### src/rtl/mmcm_drp_pkg.sv
// Purpose : shared types and constants for the MMCM DRP reconfiguration controller.
// Latency : n/a (declarations only).
// Backpressure : n/a.
// Contents: FSM state enum, error codes, DRP widths, cfg command struct, merge helper.
// Optional feature macro: MMCM_DRP_VERIFY_EN adds the VERIFY/WAIT_VF states.
package mmcm_drp_pkg;

  localparam int DRP_AW = 7;
  localparam int DRP_DW = 16;

  localparam logic [1:0] ERR_NONE   = 2'b00;
  localparam logic [1:0] ERR_DRDY   = 2'b01;
  localparam logic [1:0] ERR_LOCK   = 2'b10;
  localparam logic [1:0] ERR_VERIFY = 2'b11;

  typedef enum logic [3:0] {
    ST_IDLE,
    ST_READ,
    ST_WAIT_RD,
    ST_WRITE,
    ST_WAIT_WR,
`ifdef MMCM_DRP_VERIFY_EN
    ST_VERIFY,
    ST_WAIT_VF,
`endif
    ST_WAIT_CMD,
    ST_WAIT_LOCK
  } state_t;

  typedef struct packed {
    logic [DRP_AW-1:0] addr;
    logic [DRP_DW-1:0] mask;
    logic [DRP_DW-1:0] data;
    logic              last;
  } cfg_cmd_t;

  // mask bit 1 keeps the register's current bit, 0 takes the new data bit
  function automatic logic [DRP_DW-1:0] drp_merge(input logic [DRP_DW-1:0] rd,
                                                  input logic [DRP_DW-1:0] mask,
                                                  input logic [DRP_DW-1:0] data);
    return (rd & mask) | (data & ~mask);
  endfunction

endpackage

### src/rtl/mmcm_drp_ctrl_if.sv
// Purpose : bundles the cfg command stream and the DRP bus of the controller.
// Latency : n/a (wires only).
// Backpressure : cfg stream uses valid/ready; DRP uses den/drdy, one access in flight.
// Modports: slave = controller view (accepts cfg, drives DRP); master = host/MMCM view.
interface mmcm_drp_ctrl_if;
  import mmcm_drp_pkg::*;

  logic              i_cfg_valid;
  logic              o_cfg_ready;
  logic [DRP_AW-1:0] i_cfg_addr;
  logic [DRP_DW-1:0] i_cfg_mask;
  logic [DRP_DW-1:0] i_cfg_data;
  logic              i_cfg_last;

  logic [DRP_AW-1:0] o_drp_daddr;
  logic              o_drp_den;
  logic              o_drp_dwe;
  logic [DRP_DW-1:0] o_drp_di;
  logic [DRP_DW-1:0] i_drp_do;
  logic              i_drp_drdy;

  modport slave (
    input  i_cfg_valid, i_cfg_addr, i_cfg_mask, i_cfg_data, i_cfg_last,
    output o_cfg_ready,
    output o_drp_daddr, o_drp_den, o_drp_dwe, o_drp_di,
    input  i_drp_do, i_drp_drdy
  );

  modport master (
    output i_cfg_valid, i_cfg_addr, i_cfg_mask, i_cfg_data, i_cfg_last,
    input  o_cfg_ready,
    input  o_drp_daddr, o_drp_den, o_drp_dwe, o_drp_di,
    output i_drp_do, i_drp_drdy
  );

endinterface

### src/rtl/mmcm_drp_ctrl_sync_bit.sv
// Purpose : multi-flop synchronizer for a single asynchronous level (MMCM LOCKED).
// Latency : SYNC_STAGES cycles of i_clk.
// Backpressure : none.
// Ports: i_clk, i_reset_n (async active-low, clears chain), i_d async input, o_q synced.
module sync_bit #(
  parameter int SYNC_STAGES = 2
) (
  input  logic i_clk,
  input  logic i_reset_n,
  input  logic i_d,
  output logic o_q
);

  logic [SYNC_STAGES-1:0] sync_q;
  logic [SYNC_STAGES-1:0] sync_d;

  always_comb begin
    sync_d = {sync_q[SYNC_STAGES-2:0], i_d};
  end

  always_ff @(posedge i_clk or negedge i_reset_n) begin
    if (!i_reset_n) begin
      sync_q <= '0;
    end else begin
      sync_q <= sync_d;
    end
  end

  assign o_q = sync_q[SYNC_STAGES-1];

endmodule

### src/rtl/mmcm_drp_ctrl.sv
// Purpose : DRP initiator; holds MMCM in reset, read-modify-writes each cfg command, then waits for LOCKED.
// Latency : >= 4 cycles per command (den, drdy wait, den, drdy wait); done/error one cycle after decision.
// Backpressure : o_cfg_ready only in IDLE/WAIT_CMD; DRP strictly one access in flight.
// Ports: i_clk, i_reset_n, bus (cfg stream + DRP, slave modport), o_mmcm_rst, i_mmcm_locked,
//        o_busy, o_done (pulse), o_error (sticky), o_error_code.
// Optional feature macro: MMCM_DRP_VERIFY_EN adds a read-back check after each write.
module mmcm_drp_ctrl
  import mmcm_drp_pkg::*;
#(
  parameter int DRDY_TIMEOUT = 64,
  parameter int LOCK_TIMEOUT = 65535,
  parameter int SYNC_STAGES  = 2
) (
  input  logic                 i_clk,
  input  logic                 i_reset_n,
  mmcm_drp_ctrl_if.slave       bus,
  output logic                 o_mmcm_rst,
  input  logic                 i_mmcm_locked,
  output logic                 o_busy,
  output logic                 o_done,
  output logic                 o_error,
  output logic [1:0]           o_error_code
);

  localparam int CNT_MAX = (LOCK_TIMEOUT > DRDY_TIMEOUT) ? LOCK_TIMEOUT : DRDY_TIMEOUT;
  localparam int CNT_W   = $clog2(CNT_MAX + 1);

  state_t            state_q, state_d;
  cfg_cmd_t          cmd_q, cmd_d, cfg_in;
  logic [DRP_DW-1:0] di_q, di_d;
  logic [CNT_W-1:0]  cnt_q, cnt_d;
  logic              dwe_q, dwe_d;
  logic              ready_q, ready_d;
  logic              rst_q, rst_d;
  logic              busy_q, busy_d;
  logic              done_q, done_d;
  logic              err_q, err_d;
  logic [1:0]        code_q, code_d;
  logic              seen_low_q, seen_low_d;
  logic              locked_s, accept, drdy_to, lock_to, fail;
  logic [1:0]        fail_code;

  sync_bit #(.SYNC_STAGES(SYNC_STAGES)) u_lock_sync (
    .i_clk     (i_clk),
    .i_reset_n (i_reset_n),
    .i_d       (i_mmcm_locked),
    .o_q       (locked_s)
  );

  assign cfg_in  = {bus.i_cfg_addr, bus.i_cfg_mask, bus.i_cfg_data, bus.i_cfg_last};
  assign accept  = bus.i_cfg_valid & ready_q;
  // counter holds cycles elapsed since den, so the error flop lands exactly DRDY_TIMEOUT after den
  assign drdy_to = (cnt_q == CNT_W'(DRDY_TIMEOUT - 1));
  assign lock_to = (cnt_q == CNT_W'(LOCK_TIMEOUT - 1));

  always_comb begin
    state_d    = state_q;
    cmd_d      = cmd_q;
    di_d       = di_q;
    cnt_d      = cnt_q + CNT_W'(1);
    dwe_d      = dwe_q;
    rst_d      = rst_q;
    busy_d     = busy_q;
    done_d     = 1'b0;
    err_d      = err_q;
    code_d     = code_q;
    // a stale high LOCKED from before reset must not count as lock
    seen_low_d = seen_low_q | ~locked_s;
    fail       = 1'b0;
    fail_code  = ERR_NONE;

    case (state_q)
      ST_IDLE: begin
        cnt_d = '0;
        if (accept) begin
          cmd_d      = cfg_in;
          err_d      = 1'b0;
          code_d     = ERR_NONE;
          rst_d      = 1'b1;
          busy_d     = 1'b1;
          dwe_d      = 1'b0;
          seen_low_d = 1'b0;
          state_d    = ST_READ;
        end
      end
      ST_READ: begin
        cnt_d   = CNT_W'(1);
        state_d = ST_WAIT_RD;
      end
      ST_WAIT_RD: begin
        if (bus.i_drp_drdy) begin
          di_d    = drp_merge(bus.i_drp_do, cmd_q.mask, cmd_q.data);
          dwe_d   = 1'b1;
          state_d = ST_WRITE;
        end else if (drdy_to) begin
          fail      = 1'b1;
          fail_code = ERR_DRDY;
        end
      end
      ST_WRITE: begin
        cnt_d   = CNT_W'(1);
        state_d = ST_WAIT_WR;
      end
      ST_WAIT_WR: begin
        if (bus.i_drp_drdy) begin
          dwe_d = 1'b0;
`ifdef MMCM_DRP_VERIFY_EN
          state_d = ST_VERIFY;
`else
          if (cmd_q.last) begin
            rst_d   = 1'b0;
            cnt_d   = '0;
            state_d = ST_WAIT_LOCK;
          end else begin
            state_d = ST_WAIT_CMD;
          end
`endif
        end else if (drdy_to) begin
          fail      = 1'b1;
          fail_code = ERR_DRDY;
        end
      end
`ifdef MMCM_DRP_VERIFY_EN
      ST_VERIFY: begin
        cnt_d   = CNT_W'(1);
        state_d = ST_WAIT_VF;
      end
      ST_WAIT_VF: begin
        if (bus.i_drp_drdy) begin
          if (bus.i_drp_do != di_q) begin
            fail      = 1'b1;
            fail_code = ERR_VERIFY;
          end else if (cmd_q.last) begin
            rst_d   = 1'b0;
            cnt_d   = '0;
            state_d = ST_WAIT_LOCK;
          end else begin
            state_d = ST_WAIT_CMD;
          end
        end else if (drdy_to) begin
          fail      = 1'b1;
          fail_code = ERR_DRDY;
        end
      end
`endif
      ST_WAIT_CMD: begin
        cnt_d = '0;
        if (accept) begin
          cmd_d   = cfg_in;
          state_d = ST_READ;
        end
      end
      ST_WAIT_LOCK: begin
        if (seen_low_q && locked_s) begin
          done_d  = 1'b1;
          busy_d  = 1'b0;
          state_d = ST_IDLE;
        end else if (lock_to) begin
          fail      = 1'b1;
          fail_code = ERR_LOCK;
        end
      end
      default: state_d = ST_IDLE;
    endcase

    if (fail) begin
      state_d = ST_IDLE;
      rst_d   = 1'b0;
      busy_d  = 1'b0;
      dwe_d   = 1'b0;
      err_d   = 1'b1;
      code_d  = fail_code;
    end

    // registered so ready is 0 while in reset and rises on the first edge after release
    ready_d = (state_d == ST_IDLE) || (state_d == ST_WAIT_CMD);
  end

  always_ff @(posedge i_clk or negedge i_reset_n) begin
    if (!i_reset_n) begin
      state_q    <= ST_IDLE;
      cmd_q      <= '0;
      di_q       <= '0;
      cnt_q      <= '0;
      dwe_q      <= 1'b0;
      ready_q    <= 1'b0;
      rst_q      <= 1'b0;
      busy_q     <= 1'b0;
      done_q     <= 1'b0;
      err_q      <= 1'b0;
      code_q     <= ERR_NONE;
      seen_low_q <= 1'b0;
    end else begin
      state_q    <= state_d;
      cmd_q      <= cmd_d;
      di_q       <= di_d;
      cnt_q      <= cnt_d;
      dwe_q      <= dwe_d;
      ready_q    <= ready_d;
      rst_q      <= rst_d;
      busy_q     <= busy_d;
      done_q     <= done_d;
      err_q      <= err_d;
      code_q     <= code_d;
      seen_low_q <= seen_low_d;
    end
  end

`ifdef MMCM_DRP_VERIFY_EN
  assign bus.o_drp_den = (state_q == ST_READ) || (state_q == ST_WRITE) || (state_q == ST_VERIFY);
`else
  assign bus.o_drp_den = (state_q == ST_READ) || (state_q == ST_WRITE);
`endif
  assign bus.o_drp_dwe   = dwe_q;
  assign bus.o_drp_daddr = cmd_q.addr;
  assign bus.o_drp_di    = di_q;
  assign bus.o_cfg_ready = ready_q;
  assign o_mmcm_rst      = rst_q;
  assign o_busy          = busy_q;
  assign o_done          = done_q;
  assign o_error         = err_q;
  assign o_error_code    = code_q;

endmodule

### src/flat_wrapper.sv
// flat-port wrapper written by rule: the top's interface ports become plain ports
module mmcm_drp_ctrl_flat import mmcm_drp_pkg::*;
#(
  parameter int DRDY_TIMEOUT = 64,
  parameter int LOCK_TIMEOUT = 65535,
  parameter int SYNC_STAGES  = 2
)
  (i_clk, i_reset_n, o_mmcm_rst, i_mmcm_locked, o_busy, o_done, o_error, o_error_code, bus_i_cfg_valid, bus_i_cfg_addr, bus_i_cfg_mask, bus_i_cfg_data, bus_i_cfg_last, bus_o_cfg_ready, bus_o_drp_daddr, bus_o_drp_den, bus_o_drp_dwe, bus_o_drp_di, bus_i_drp_do, bus_i_drp_drdy);
  mmcm_drp_ctrl_if bus_i ();
  input  logic i_clk;
  input  logic i_reset_n;
  output logic o_mmcm_rst;
  input  logic i_mmcm_locked;
  output logic o_busy;
  output logic o_done;
  output logic o_error;
  output logic [1:0] o_error_code;
  input wire logic [$bits(bus_i.i_cfg_valid)-1:0] bus_i_cfg_valid;
  input wire logic [$bits(bus_i.i_cfg_addr)-1:0] bus_i_cfg_addr;
  input wire logic [$bits(bus_i.i_cfg_mask)-1:0] bus_i_cfg_mask;
  input wire logic [$bits(bus_i.i_cfg_data)-1:0] bus_i_cfg_data;
  input wire logic [$bits(bus_i.i_cfg_last)-1:0] bus_i_cfg_last;
  output wire logic [$bits(bus_i.o_cfg_ready)-1:0] bus_o_cfg_ready;
  output wire logic [$bits(bus_i.o_drp_daddr)-1:0] bus_o_drp_daddr;
  output wire logic [$bits(bus_i.o_drp_den)-1:0] bus_o_drp_den;
  output wire logic [$bits(bus_i.o_drp_dwe)-1:0] bus_o_drp_dwe;
  output wire logic [$bits(bus_i.o_drp_di)-1:0] bus_o_drp_di;
  input wire logic [$bits(bus_i.i_drp_do)-1:0] bus_i_drp_do;
  input wire logic [$bits(bus_i.i_drp_drdy)-1:0] bus_i_drp_drdy;
  assign bus_i.i_cfg_valid = bus_i_cfg_valid;
  assign bus_i.i_cfg_addr = bus_i_cfg_addr;
  assign bus_i.i_cfg_mask = bus_i_cfg_mask;
  assign bus_i.i_cfg_data = bus_i_cfg_data;
  assign bus_i.i_cfg_last = bus_i_cfg_last;
  assign bus_o_cfg_ready = bus_i.o_cfg_ready;
  assign bus_o_drp_daddr = bus_i.o_drp_daddr;
  assign bus_o_drp_den = bus_i.o_drp_den;
  assign bus_o_drp_dwe = bus_i.o_drp_dwe;
  assign bus_o_drp_di = bus_i.o_drp_di;
  assign bus_i.i_drp_do = bus_i_drp_do;
  assign bus_i.i_drp_drdy = bus_i_drp_drdy;
  mmcm_drp_ctrl #(.DRDY_TIMEOUT(DRDY_TIMEOUT), .LOCK_TIMEOUT(LOCK_TIMEOUT), .SYNC_STAGES(SYNC_STAGES)) u_core (.i_clk(i_clk), .i_reset_n(i_reset_n), .bus(bus_i), .o_mmcm_rst(o_mmcm_rst), .i_mmcm_locked(i_mmcm_locked), .o_busy(o_busy), .o_done(o_done), .o_error(o_error), .o_error_code(o_error_code));
endmodule
### config.mk
export PLATFORM = sky130hd
export DESIGN_NAME = mmcm_drp_ctrl_flat
export DESIGN_NICKNAME = d
export VERILOG_FILES = /design/src/rtl/mmcm_drp_pkg.sv /design/src/rtl/mmcm_drp_ctrl_if.sv /design/src/rtl/mmcm_drp_ctrl_sync_bit.sv /design/src/rtl/mmcm_drp_ctrl.sv /design/src/flat_wrapper.sv
export SDC_FILE = /design/constraint.sdc
export NUM_CORES = 1
export LEC_CHECK = 0
export BUFFER_PORTS_ARGS = -buffer_cell sky130_fd_sc_hd__buf_2
export CAP_MARGIN = 30
export CORE_AREA = 3 3 93 95
export CTS_BUF_LIST = sky130_fd_sc_hd__clkbuf_16
export DETAILED_ROUTE_END_ITERATION = 12
export DIE_AREA = 0 0 96 98
export PLACE_DENSITY = 0.83
export SYNTH_ARGS = -nofsm -noshare
export SYNTH_HDL_FRONTEND = slang
export SYNTH_SLANG_ARGS = --single-unit
### constraint.sdc
create_clock -name i_clk -period 1.6 [get_ports i_clk]
set_clock_uncertainty 0.1 [all_clocks]
set_input_delay 0.08 -clock i_clk [delete_from_list [all_inputs] [get_ports i_clk]]
set_output_delay 0.08 -clock i_clk [all_outputs]
set_load 0.02 [all_outputs]
# --- Yosys cells after proc, flatten, opt, wreduce, memory -nomap -nowiden ---
# Cells that the tools add are included.
word_totals:
  register_bits: 87
  output_inout_bits: 32
  word_cells: 99
op_classes:
  add_sub_neg: 1
  n_eq_ne: 14
  mux: 42
  bitwise: 7
  n_reduce_logical: 19
op_table:
  columns: ["operator", "count"]
  rows:
  - ["$pmux W16 S3", 1]
  - ["$and A16 B16 Y16", 2]
  - ["$mux W16", 2]
  - ["$pmux W4 S6", 1]
  - ["$mux W1", 21]
  - ["$mux W4", 5]
  - ["$add A16 B1 Y16 const B", 1]
  - ["$eq A16 B16 Y1 const B", 1]
  - ["$eq A16 B6 Y1 const B", 1]
  - ["$eq A4 B3 Y1 const B", 4]
  - ["$not A16 Y16", 1]
  - ["$or A16 B16 Y16", 1]
  - ["$mux W2", 7]
  - ["$ne A3 B1 Y1 const B", 3]
  - ["$eq A4 B2 Y1 const B", 2]
  - ["$logic_not A4 Y1", 2]
  - ["$reduce_and A4 Y1", 2]
  - ["$ne A3 B2 Y1 const B", 2]
  - ["$pmux W1 S2", 3]
  - ["$reduce_and A2 Y1", 3]
  - ["$reduce_bool A3 Y1", 2]
  - ["$reduce_or A2 Y1", 3]
  - ["$eq A4 B1 Y1 const B", 1]
  - ["$pmux W2 S2", 1]
  - ["9 further kinds", 11]

# --- Logic depth before layout (Yosys ltp) ---
# Gate-level depths: netlist of run 1.
depth:
  depth_word: 7
  depth_mapped: 7
  ltp_nobuf: 6

# --- Modules after synthesis ---
# From an unflattened synthesis of run 1, not the netlist that was laid out.
unflattened:
  hier_cells: 320
  hier_area_um2: 3809.9
modules_own_cells:
  columns: ["mod", "instances", "cells_per_inst", "area_per_inst_um2", "seq_area_each_um2"]
  rows:
  - ["mmcm_drp_ctrl", 1, 318, 3759.9, 2127.0]
  - ["sync_bit", 1, 2, 50.0, 50.0]

# --- Worst setup path after synthesis of run 1 ---
# No wires, ideal clock.
synth_timing:
  path_type: "register to register"
  startpoint: "register u_core.state_q[3]"
  endpoint: "register u_core.dwe_q (netlist: u_core.bus.o_drp_dwe)"
  setup_ns: 0.140
  arrival_time_ns: 1.485
  required_ns: 1.360
  path_slack_ns: -0.125
  stages_incl_launch_ff: 7
  n_path_buf: 1
  period_less_slack_ns: 1.725
  path_cell_list: "dfrtp_1 buf_4 nor2_1 nand3_1 or4_4 nand2_4 o31ai_1"
synth_via:
  elab_chain_cells: 5
synth_lines:
  columns: ["item", "line", "text"]
  rows:
  - ["start, declared", "mmcm_drp_ctrl.sv:28", "state_t state_q, state_d;"]
  - ["start signal, assigned", "mmcm_drp_ctrl.sv:194", "state_q <= state_d;"]
  - ["$eq A4 B2 Y1 / $eq A4 B3 Y1 (equally long branches)", "mmcm_drp_ctrl.sv:72", "case (state_q)"]
  - ["$reduce_or A2 Y1 (no source line)", null, null]
  - ["$pmux W1 S2", "mmcm_drp_ctrl.sv:72", null]
  - ["$ne A3 B2 Y1 (no source line) (tied with other cells)", null, null]
  - ["$reduce_and A4 Y1 (no source line)", null, null]
  - ["end signal, assigned", "mmcm_drp_ctrl.sv:198", "dwe_q <= dwe_d;"]
  - ["end, declared", "mmcm_drp_ctrl.sv:32", "logic dwe_q, dwe_d;"]
# Several ways; a longest one is shown, not always the timed one.
# A chain may end at the register's enable or synchronous reset.

# --- Final worst setup path of run 1 ---
layout_timing:
  startpoint: "register u_core.state_q[2]"
  endpoint: "register u_core.cnt_q[12]"
layout_via:
  elab_chain_cells: 3
layout_lines:
  columns: ["item", "line", "text"]
  rows:
  - ["$eq A4 B3 Y1 (tied with other cells)", "mmcm_drp_ctrl.sv:72", null]
  - ["$reduce_or A2 Y1 (no source line)", null, null]
  - ["$pmux W16 S3 (*)", "mmcm_drp_ctrl.sv:72", null]
  - ["named net u_core.cnt_d[12]", "mmcm_drp_ctrl.sv:31", "logic [CNT_W-1:0] cnt_q, cnt_d;"]
  - ["end signal, assigned", "mmcm_drp_ctrl.sv:197", "cnt_q <= cnt_d;"]
  - ["end, declared", "mmcm_drp_ctrl.sv:31", null]
# Mark *: on every way through the listed nets, which the timed path passes. The rest lies on a longest branch.

==> results of run 1 <==
## metal layers
metal  GRT usage (%)  share of wire [%]  up-vias
li1                -                  -     1551
met1            27.4                 37     1691
met2            46.5                 54      136
met3            4.47                5.1       39
met4            12.1                3.7        0
met5               0                  0        -
## final timing paths
check,start,endpoint,slack [ns],cells past startpoint
max,u_core.state_q[2],u_core.cnt_q[12],-0.19,6
min,i_reset_n,u_core.cmd_q[10],0.1,2
max reg2reg,u_core.state_q[2],u_core.cnt_q[12],-0.19,6
min reg2reg,u_core.u_lock_sync.sync_q[0],u_core.u_lock_sync.sync_q[1],0.28,0
max in group asynchronous,i_reset_n,u_core.state_q[1],0.74,3
min in group i_clk,bus_i_cfg_valid,u_core.o_error,0.21,4
## flip-flops by register name, indices dropped and copies added, names as in the netlist, 2 cells and up
| name | flops |
|---|---|
| u_core.bus.o_drp_daddr | 7 |
| u_core.u_lock_sync.sync_q | 2 |
| u_core.cmd_q | 33 |
| u_core.cnt_q | 16 |
| u_core.state_q | 4 |
| u_core.o_error_code | 2 |
| u_core.bus.o_drp_di | 16 |
## Yosys cell counts, drive strengths merged
cell type,n,area [sq um]
dfrtp,87,2180
mux2,40,450
nand2,30,120
o21ai,21,105
nor2,20,75.1
mux2i,16,160
buf,15,114
nand3,10,50.1
xor2,9,78.8
a21oi,7,35.0
nor3,7,35.0
clkbuf,5,18.8
nand4,5,37.5
or3,4,26.3
inv,3,11.3
nand2b,3,18.8
xnor2,3,26.3
a211oi,2,20.0
a21o,2,16.3
and3,2,12.5
and4,2,20.0
ha,2,25.0
nand3b,2,15.0
nor2b,2,12.5
nor4,2,12.5
or2,2,12.5
a311o,1,10.0
a31o,1,8.76
a31oi,1,6.26
and2,1,7.51
conb,1,3.75
nand4b,1,8.76
nor3b,1,7.51
o211ai,1,7.51
o21a,1,7.51
o22ai,1,6.26
o311ai,1,8.76
o31a,1,8.76
o31ai,1,7.51
or4,1,11.3
## metrics by stage
step,setup TNS [ns],area [sq um]
after floorplan,-0.0225,3840
after CTS,-2.31,5920
after detailed placement,-5.66,4730
after global placement,-3.31,4730
after global routing,-8.76,6090
final,-6.80,6090
## report_power, final
part	leakage [uW]	internal [uW]	switching [uW]
clock	0.000150	1230	942
sequential	0.00108	2650	286
combinational	0.00172	872	775
## logic make-up after synthesis
group / synth area share [%]
multiplexers: 16.1
other: 0.0988
flip-flops: 57.4
AO/OA/AOI/OAI: 6.53
buffers and inverters: 3.79
AND/OR/NAND/NOR: 12.7
adder cells (fa/ha/maj): 0.659
XOR/XNOR: 2.77
## layout make-up
type | count | area [sq um]
Inverter | 3 | 11.3
Tap cell | 102 | 128
Clock buffer | 9 | 225
Sequential cell | 87 | 2180
Fill cell | 455 | 1710
Clock inverter | 7 | 78.8
Multi-Input combinational cell | 207 | 1670
Timing Repair Buffer | 231 | 1800
## what timing repair did
action | in CTS | in global routing
gates resized for setup | 29 | 28
hold buffers | 58 | 0
pin swaps | 15 | 18
setup buffers | 15 | 8
hold endpoints to repair | 144 | 0
endpoints found under the setup margin | 65 | 69
gates cloned | 2 | 2
==> flow_summary_export.csv, run 1 <==
group,metric,value,unit
outcome,status,"complete, but fails checks",
outcome,violations,"setup timing",
critical_path,crit_type,"flip-flop to flip-flop",
clocking,insertion_delay,0.34,ns
drt,ant_nets,0,
grt,grt.overflow.total,0,
clocking,cts_tree,"yes",
floorplan,die_area,9410,sq um
synth,syn_area,3800,sq um
power_and_ir_drop,power,6750,uW
grt,antenna_found_initial,0,
floorplan,num_rows,32,
clocking,cts_htree_levels,3,
drt,detail_route.wirelength,12000,um
synth,synthCells,317,
place,placed_cells,546,
final_layout,syn2layout_area_growth,60.5,%
drt,drt_iter0_drc,112,
final_layout,diodes,0,
critical_path,start_kind,"flip-flop",
critical_path,critical_path_buf_inv_count,3,
clocking,clkSinkCount,87,
clocking,cts_inserted_buffers,9,
place,dp_slack,-0.164,ns
sta,setup_violations,59,
clocking,ctsRootBufferMaster,"clkbuf_16",
final_layout,layout_commonest_cell,"buf_2",
sta,fin_crit,1.79,ns
min_path,hp-class,"input pin to async pin",
sta,finalHoldViolations,0,
sta,whs,0.0955,ns
clocking,path_clk_slew,0.07,ns
floorplan,die_y,98,um
floorplan,num_io_pins,93,
floorplan,coreArea,7810,sq um
power_and_ir_drop,powerDensity,1110,nW/um^2
final_layout,utilization,78.0,%
synth,synth_seq_cells,87,
synth,yosys.cell_types.count,48,
sta,report.final.slew_viol_count,0,
synth,synth-seq-area-share,57.4,%
drt,routed_via_density,5.29,
floorplan,die_w,96,um
job,maxCapViolCount,0,
power_and_ir_drop,ir_worst_vdd,746,uV
critical_path,cp_top_family,"buffers and inverters",
final_layout,mostFrequentLayoutCells,"90 x buf_2, 81 x dfrtp_1, 67 x buf_4",
sta,finalWorstSetupSlack,-0.186,ns
place,numPortBuffers,92,
drt,drt-wirelength-per-cell,18.5,um
drt,vias,3417,
place,gp_congestion,0.805,
grt,grt_first_pass_wirelength,18100,um
critical_path,critPathMaxStageDelay,0.46,ns
critical_path,end_kind,"flip-flop",
synth,ys_warn_count,0,
power_and_ir_drop,power.leakage,0.00295,uW
critical_path,cp.required,1.72,ns
clocking,clock_path_buffers,2,
critical_path,critical_path.max_fanout,8,
grt,grt_start_max_net_pins,34,
critical_path,worst_path_max_delay_cell,"dfrtp_2",
final_layout,drive_above_1_share,49.6,%
grt,grt_pass1_vias,3676,
final_layout,nNetsFinal,602,
grt,grt_usage,25.4,%
synth,synth_area_per_cell,12.0,sq um
drt,first_pass_iters,5,
synth,syn-num-nets,380,
critical_path,cpMostUsedCell,"buf_6",
critical_path,critPathArrivalTime,1.90,ns
final_layout,instances_no_fill,646,
sta,fin_crit_sh,112,%
drt,drc,0,
place,dp_hpwl,6360,um
critical_path,crit_path_cell_trace,"buf_4 > nand2b_4 > buf_6 > a211oi_4 > buf_6 > nor2_1",
floorplan,initial_core_util,48.6,%
sta,fmax,560,MHz
sta,rsz0062_at_grt,"yes",
Power figures use the tool's default switching activity.
==> run 2: changes to the inputs <==
--- a/constraint.sdc
+++ b/constraint.sdc
@@ -4,2 +4,2 @@
 set_output_delay 0.08 -clock i_clk [all_outputs]
-set_load 0.02 [all_outputs]
+set_load 0.05 [all_outputs]
==> run 2 against run 1 <==
Effect of this change:
- the flow still finishes with violations (setup timing)
- via count barely moved
- clock-buffer cell count did not move
- first-iteration DRC count rose by 70%
- combinational power rose by 28%
- final area rose by 2.4%
- critical path depth did not move
- sequential power barely moved
- wire length rose by 0.37%
- register-to-register slack improved by 0.05 ns
- sequential share of layout area fell by 0.81 points
- maximum frequency rose by 2.8%
- total power rose by 9.1%
- largest cell class unchanged
==> flow_summary_export.csv, run 2 (synthesis gave the netlist of run 1 again) <==
group,metric,value,unit
clocking,insertion_delay,0.33,ns
final_layout,drive_above_1_share,50.6,%
outcome,violations,"setup timing",
power_and_ir_drop,switching_share,33.4,%
min_path,worstHoldStart,"bus_i_drp_drdy",
power_and_ir_drop,powerDensity,1180,nW/um^2
sta,fin_crit_sh,109,%
power_and_ir_drop,power,7370,uW
clocking,clock_path_buffers,2,
final_layout,largest_register_ffs,33,
floorplan,die_area,9410,sq um
drt,dr_wl_met3,663,um
sta,finalHoldViolations,0,
min_path,hp-class,"input pin to flip-flop",
critical_path,cp_top_family,"buffers and inverters",
final_layout,instances_no_fill,643,
drt,top_layer,"met4",
clocking,cts_tree,"yes",
drt,drt-wirelength-per-cell,18.7,um
sta,setup_violations,44,
job,maxCapViolCount,0,
drt,m1WireLength,4680,um
floorplan,die_y,98,um
clocking,ctsRootBufferMaster,"clkbuf_16",
grt,grt_pass1_vias,3504,
drt,vias,3419,
clocking,cts_inserted_buffers,9,
min_path,hold-path-cell-count,3,
critical_path,critPathArrivalTime,1.86,ns
critical_path,rr_startpoint,"u_core.state_q[3]",
sta,fin_crit,1.74,ns
critical_path,crit_path_cell_trace,"buf_6 > nor3_4 > nand3_2 > buf_8 > clkbuf_16 > mux2_2",
drt,detail_route.wirelength,12000,um
floorplan,coreArea,7810,sq um
power_and_ir_drop,switching_power,2460,uW
critical_path,start_kind,"flip-flop",
final_layout,nNetsFinal,599,
grt,antenna_found_initial,0,
final_layout,layout_commonest_cell,"buf_2",
power_and_ir_drop,p_seq_share,40.2,%
power_and_ir_drop,p_comb_share,28.6,%
final_layout,diodes,0,
critical_path,crit_type,"flip-flop to flip-flop",
grt,grt_first_pass_wirelength,16900,um
critical_path,critical_path_buf_inv_count,3,
outcome,status,"complete, but fails checks",
place,dp_hpwl,5820,um
clocking,clkSinkCount,87,
critical_path,worst_path_max_delay_cell,"dfrtp_2",
grt,grt.overflow.total,0,
sta,report.final.slew_viol_count,0,
critical_path,r2r_end,"u_core.cmd_q[3]",
critical_path,critical_path.max_fanout,5,
drt,first_pass_iters,5,
power_and_ir_drop,p_int,4900,uW
floorplan,die_w,96,um
drt,routed_via_density,5.32,
power_and_ir_drop,ir_worst_vdd,929,uV
final_layout,regMostFlops,"u_core.cmd_q",
place,gp_congestion,0.879,
min_path,hold_end,"u_core.state_q[0]",
place,numPortBuffers,92,
sta,rsz0062_at_grt,"yes",
sta,finalWorstSetupSlack,-0.137,ns
floorplan,num_rows,32,
critical_path,end_kind,"flip-flop",
drt,routed-wl-met2,6320,um
drt,drt_iter0_drc,190,
final_layout,syn2layout_area_growth,64.3,%
power_and_ir_drop,power.share.clock,31.2,%
floorplan,initial_core_util,48.6,%
critical_path,cp.required,1.73,ns
floorplan,num_io_pins,93,
critical_path,r2r_slack,-0.14,ns
critical_path,critPathMaxStageDelay,0.46,ns
grt,grt_usage,23.3,%
final_layout,utilization,79.9,%
sta,fmax,576,MHz
clocking,cts_htree_levels,3,
clocking,path_clk_slew,0.07,ns
place,placed_cells,541,
grt,grt_start_max_net_pins,88,
drt,ant_nets,0,
final_layout,mostFrequentLayoutCells,"90 x buf_2, 80 x dfrtp_1, 58 x dlygate4sd3_1",
power_and_ir_drop,power.leakage,0.00297,uW
critical_path,ff2ff_path_depth,6,
drt,drc,0,
run 2: final cells by class:
type,instances,area [sq um]
multi-input cells,207,1720
inverters,3,11.3
well taps,102,128
clock buffers,9,225
repair buffers,228,1860
fillers,425,1570
flip-flops and latches,87,2190
clock inverters,7,101
run 2: repair_timing:
| item | in CTS | in global routing |
|---|---|---|
| endpoints found under the hold margin | 144 | 0 |
| setup endpoints to repair | 53 | 75 |
| cloned | 3 | 4 |
| pin swaps | 12 | 18 |
| gates resized for setup | 39 | 55 |
| buffers inserted | 14 | 10 |
| hold buffers | 58 | 0 |
run 2: per-layer routing:
metal	up-vias	track usage, %
met5	-	0
met3	31	5.16
met1	1706	28.3
met4	0	7.44
met2	138	40.6
li1	1544	-
run 2: worst max path at each step:
| stage | from | to | slack, ns | depth (start not counted) |
|---|---|---|---|---|
| 2_1_floorplan | u_core.state_q[0] | u_core.bus.o_cfg_ready | -0.05 | 5 |
| 3_3_place_gp | u_core.state_q[0] | u_core.bus.o_cfg_ready | -0.18 | 5 |
| 3_5_place_dp | u_core.state_q[0] | u_core.bus.o_cfg_ready | -0.18 | 5 |
| 4_1_cts | u_core.cnt_q[10] | u_core.bus.o_cfg_ready | -0.08 | 5 |
| 5_1_grt | u_core.state_q[0] | u_core.bus.o_cfg_ready | -0.21 | 6 |
| 6_report | u_core.state_q[3] | u_core.cmd_q[3] | -0.14 | 6 |
run 2: power by group through the flow:
| stage | clock (uW) | sequential, uW | combinational, uW |
|---|---|---|---|
| floorplan | 0 | 3360 | 860 |
| global placement | 0 | 2920 | 1690 |
| detailed placement | 0 | 2950 | 1740 |
| CTS | 2330 | 2930 | 1950 |
| global route | 2440 | 3000 | 2220 |
| finish | 2300 | 2960 | 2110 |
run 2: worst reg2reg max path, stage by stage, from the launching register on:
cell	delay (ns)
dfrtp_2	0.46
buf_6	0.14
nor3_4	0.16
nand3_2	0.14
buf_8	0.19
clkbuf_16	0.17
mux2_2	0.28
run 2: stage by stage:
stage	area (sq um)	hold WS, ns	setup TNS [ns]	setup slack (ns)
after global routing	6240	0.137	-6.36	-0.208
after detailed placement	4670	0.0545	-2.03	-0.178
after floorplan	3820	-0.316	-0.0727	-0.0473
after global placement	4670	0.0531	-1.01	-0.176
final	6240	0.135	-3.44	-0.137
after CTS	5920	0.0581	-1.66	-0.0783
==> run 3: changes to the inputs <==
Settings changed: CORE_AREA 3 3 93 95 to 3 3 97 99, DIE_AREA 0 0 96 98 to 0 0 100 102, PLACE_DENSITY 0.83 to 0.78, SYNTH_HIERARCHICAL from default to 1.
==> run 3 against run 2 <==
Effect of this change:
- the flow still finishes with violations (setup timing)
- worst setup slack worse by 0.13 ns
- final area down 5.7%
- synthesized area up 0.36%
- sequential share of layout area up 2.0 points
- critical path depth down 2
- register-to-register slack worse by 0.13 ns
- first-iteration DRC count down 41%
- maximum frequency down 7.1%
- clock power down 10%
- critical endpoint is now u_core/cmd_q[4]
- largest power group unchanged
==> flow_summary_export.csv, run 3 <==
group,metric,value,unit
final_layout,diodes,0,
floorplan,num_rows,34,
critical_path,rr_startpoint,"u_core/state_q[0]",
critical_path,critPathMaxStageDelay,0.47,ns
outcome,violations,"setup timing",
sta,report.final.slew_viol_count,0,
final_layout,instances_no_fill,633,
floorplan,die_area,10200,sq um
power_and_ir_drop,powerDensity,1170,nW/um^2
drt,routed_via_density,5.11,
clocking,path_clk_slew,0.06,ns
synth,yosys.area_share.simple,12.0,%
critical_path,end_kind,"flip-flop",
min_path,worstHoldStart,"bus_i_drp_do[15]",
synth,synth-seq-area-share,57.1,%
clocking,ctsRootBufferMaster,"clkbuf_16",
synth,yosysTopAreaCell,"dfrtp_1",
drt,detail_route.wirelength,9900,um
synth,synth_area_per_cell,11.9,sq um
synth,ys_warn_count,6,
critical_path,critical_path.startpoint,"u_core/state_q[0]",
final_layout,largest_register_ffs,33,
synth,synth_top_family_by_area,"multiplexers",
clocking,cts_htree_levels,3,
floorplan,num_io_pins,93,
synth,synth_compound_area_share,7.03,%
sta,slew_headroom,63.8,%
clocking,clock_path_buffers,2,
place,numPortBuffers,92,
grt,grt_usage,19.8,%
synth,syn-num-nets,383,
floorplan,coreArea,8640,sq um
clocking,cts_inserted_buffers,9,
synth,synthCells,320,
synth,yosys.cell_types.count,44,
synth,synthFlopType,"dfrtp_1",
grt,grt.overflow.total,0,
synth,synthTopCellsByArea,"dfrtp_1 57%, mux2_2 12%, mux2i_1 4.2%, nand2_1 3.3%, o21ai_0 2.8%",
drt,drc,0,
critical_path,crit_type,"flip-flop to flip-flop",
final_layout,utilization,68.1,%
synth,synthTopCellsByCount,"87 x dfrtp_1, 40 x mux2_2, 33 x nand2_1, 22 x nor2_1, 21 x o21ai_0",
final_layout,layout_commonest_cell,"buf_2",
drt,vias,3235,
power_and_ir_drop,power,6900,uW
grt,grt_start_max_net_pins,42,
critical_path,critical_path.max_fanout,29,
floorplan,initial_core_util,44.1,%
place,placed_cells,542,
sta,setup_violations,49,
job,maxCapViolCount,0,
synth,syn_area,3810,sq um
outcome,status,"complete, but fails checks",
critical_path,worst_path_max_delay_cell,"a2111o_2",
sta,fin_crit,1.87,ns
grt,antenna_found_initial,0,
sta,worst_pin_slew,0.544,ns
sta,fin_crit_sh,117,%
synth,synth_seq_cells,87,
critical_path,start_kind,"flip-flop",
drt,ant_nets,0,
sta,rsz0062_at_grt,"yes",
floorplan,die_w,100,um
drt,drt_iter0_drc,113,
drt,first_pass_iters,5,
critical_path,crit_path_cell_trace,"or2_1 > a2111o_2 > buf_12 > mux2_2",
final_layout,drive_above_1_share,45.9,%
clocking,insertion_delay,0.33,ns
synth,synth_top_area_share,57.1,%
final_layout,regMostFlops,"u_core/cmd_q",
final_layout,syn2layout_area_growth,54.3,%
final_layout,nNetsFinal,583,
place,dp_hpwl,5880,um
sta,finalHoldViolations,0,
min_path,hp-class,"input pin to flip-flop",
synth,async_flop_share,100,%
synth,synth_mux_area_share,16.0,%
final_layout,mostFrequentLayoutCells,"90 x buf_2, 85 x dfrtp_1, 58 x dlygate4sd3_1",
critical_path,cp.required,1.71,ns
sta,whs,0.00308,ns
clocking,clkSinkCount,87,
sta,finalWorstSetupSlack,-0.269,ns
power_and_ir_drop,power.leakage,0.00283,uW
clocking,cts_tree,"yes",
synth,synth-xor-area-share,2.99,%
grt,grt_pass1_vias,3426,
place,gp_congestion,0.892,
final_layout,fillers,611,
grt,grt_first_pass_wirelength,16000,um
sta,fmax,535,MHz
synth,yosysMostFrequentCell,"dfrtp_1",
synth,synth_fa_ha_area_share,0.920,%
drt,drt-wirelength-per-cell,15.6,um
floorplan,die_y,102,um
synth,synth-edff-count,0,
power_and_ir_drop,ir_worst_vdd,833,uV
critical_path,critPathArrivalTime,1.98,ns
run 3: layer usage:
metal / track usage [%] / up-vias / wire [um]
li1: - / 1511 / -
met1: 23.5 / 1590 / 3960
met2: 34.9 / 115 / 5120
met3: 5.19 / 19 / 619
met4: 6.74 / 0 / 195
met5: 0 / - / 0
run 3: metrics by stage:
| stage | area (sq um) | TNS (ns) | setup slack [ns] |
|---|---|---|---|
| 3_3_place_gp | 4630 | -8.38 | -0.189 |
| 3_5_place_dp | 4630 | -10.53 | -0.232 |
| 6_report | 5880 | -9.66 | -0.269 |
| 2_1_floorplan | 3820 | -4.04 | -0.100 |
| 5_1_grt | 5880 | -11.75 | -0.295 |
| 4_1_cts | 5690 | -8.48 | -0.222 |
run 3: final timing paths:
path | end | slack (ns) | cells past startpoint
min in group asynchronous | u_core/bus.o_drp_daddr[5] | 0.17 | 2
setup reg to reg | u_core/cmd_q[4] | -0.27 | 4
max in group asynchronous | u_core/bus.o_drp_di[8] | 0.70 | 3
hold / removal | u_core/bus.o_drp_di[15] | 0.003 | 3
hold reg to reg | u_core/u_lock_sync/sync_q[1] | 0.26 | 0
setup / recovery | u_core/cmd_q[4] | -0.27 | 4
run 3: cells by family after synthesis:
family,Yosys count
AND/OR/NAND/NOR,94
flip-flops,87
multiplexers,56
AO/OA/AOI/OAI,43
buffers and inverters,23
XOR/XNOR,13
adder cells (fa/ha/maj),3
other,1
run 3: report_power, final:
group	switching, uW	internal (uW)	total (uW)	leakage (uW)
registers	270	2640	2910	0.00108
clock network	858	1210	2070	0.000144
logic	1130	780	1910	0.00161
run 3: repair_timing:
item	CTS	global route
hold buffers	58	0
pin swaps	19	7
hold endpoints to repair	96	0
cloned	1	2
buffers inserted	9	7
endpoints found under the setup margin	67	83
resized for setup	33	39
run 3: worst max-delay path, delay by kind of cell (launching register included):
family | cells | cell delay, ns
flip-flops | 1 | 0.41
AO/OA/AOI/OAI | 1 | 0.47
AND/OR/NAND/NOR | 1 | 0.26
buffers and inverters | 1 | 0.19
multiplexers | 1 | 0.30
run 3: area by class of cell:
class,count,area [sq um],area share [%]
clock buffer,9,225,3.83
clock inverter,7,71.3,1.21
inverter,4,15.0,0.255
multi-input combinational,210,1670,28.3
sequential,87,2180,37.1
tap,108,135,2.30
timing repair buffer,208,1590,27.0
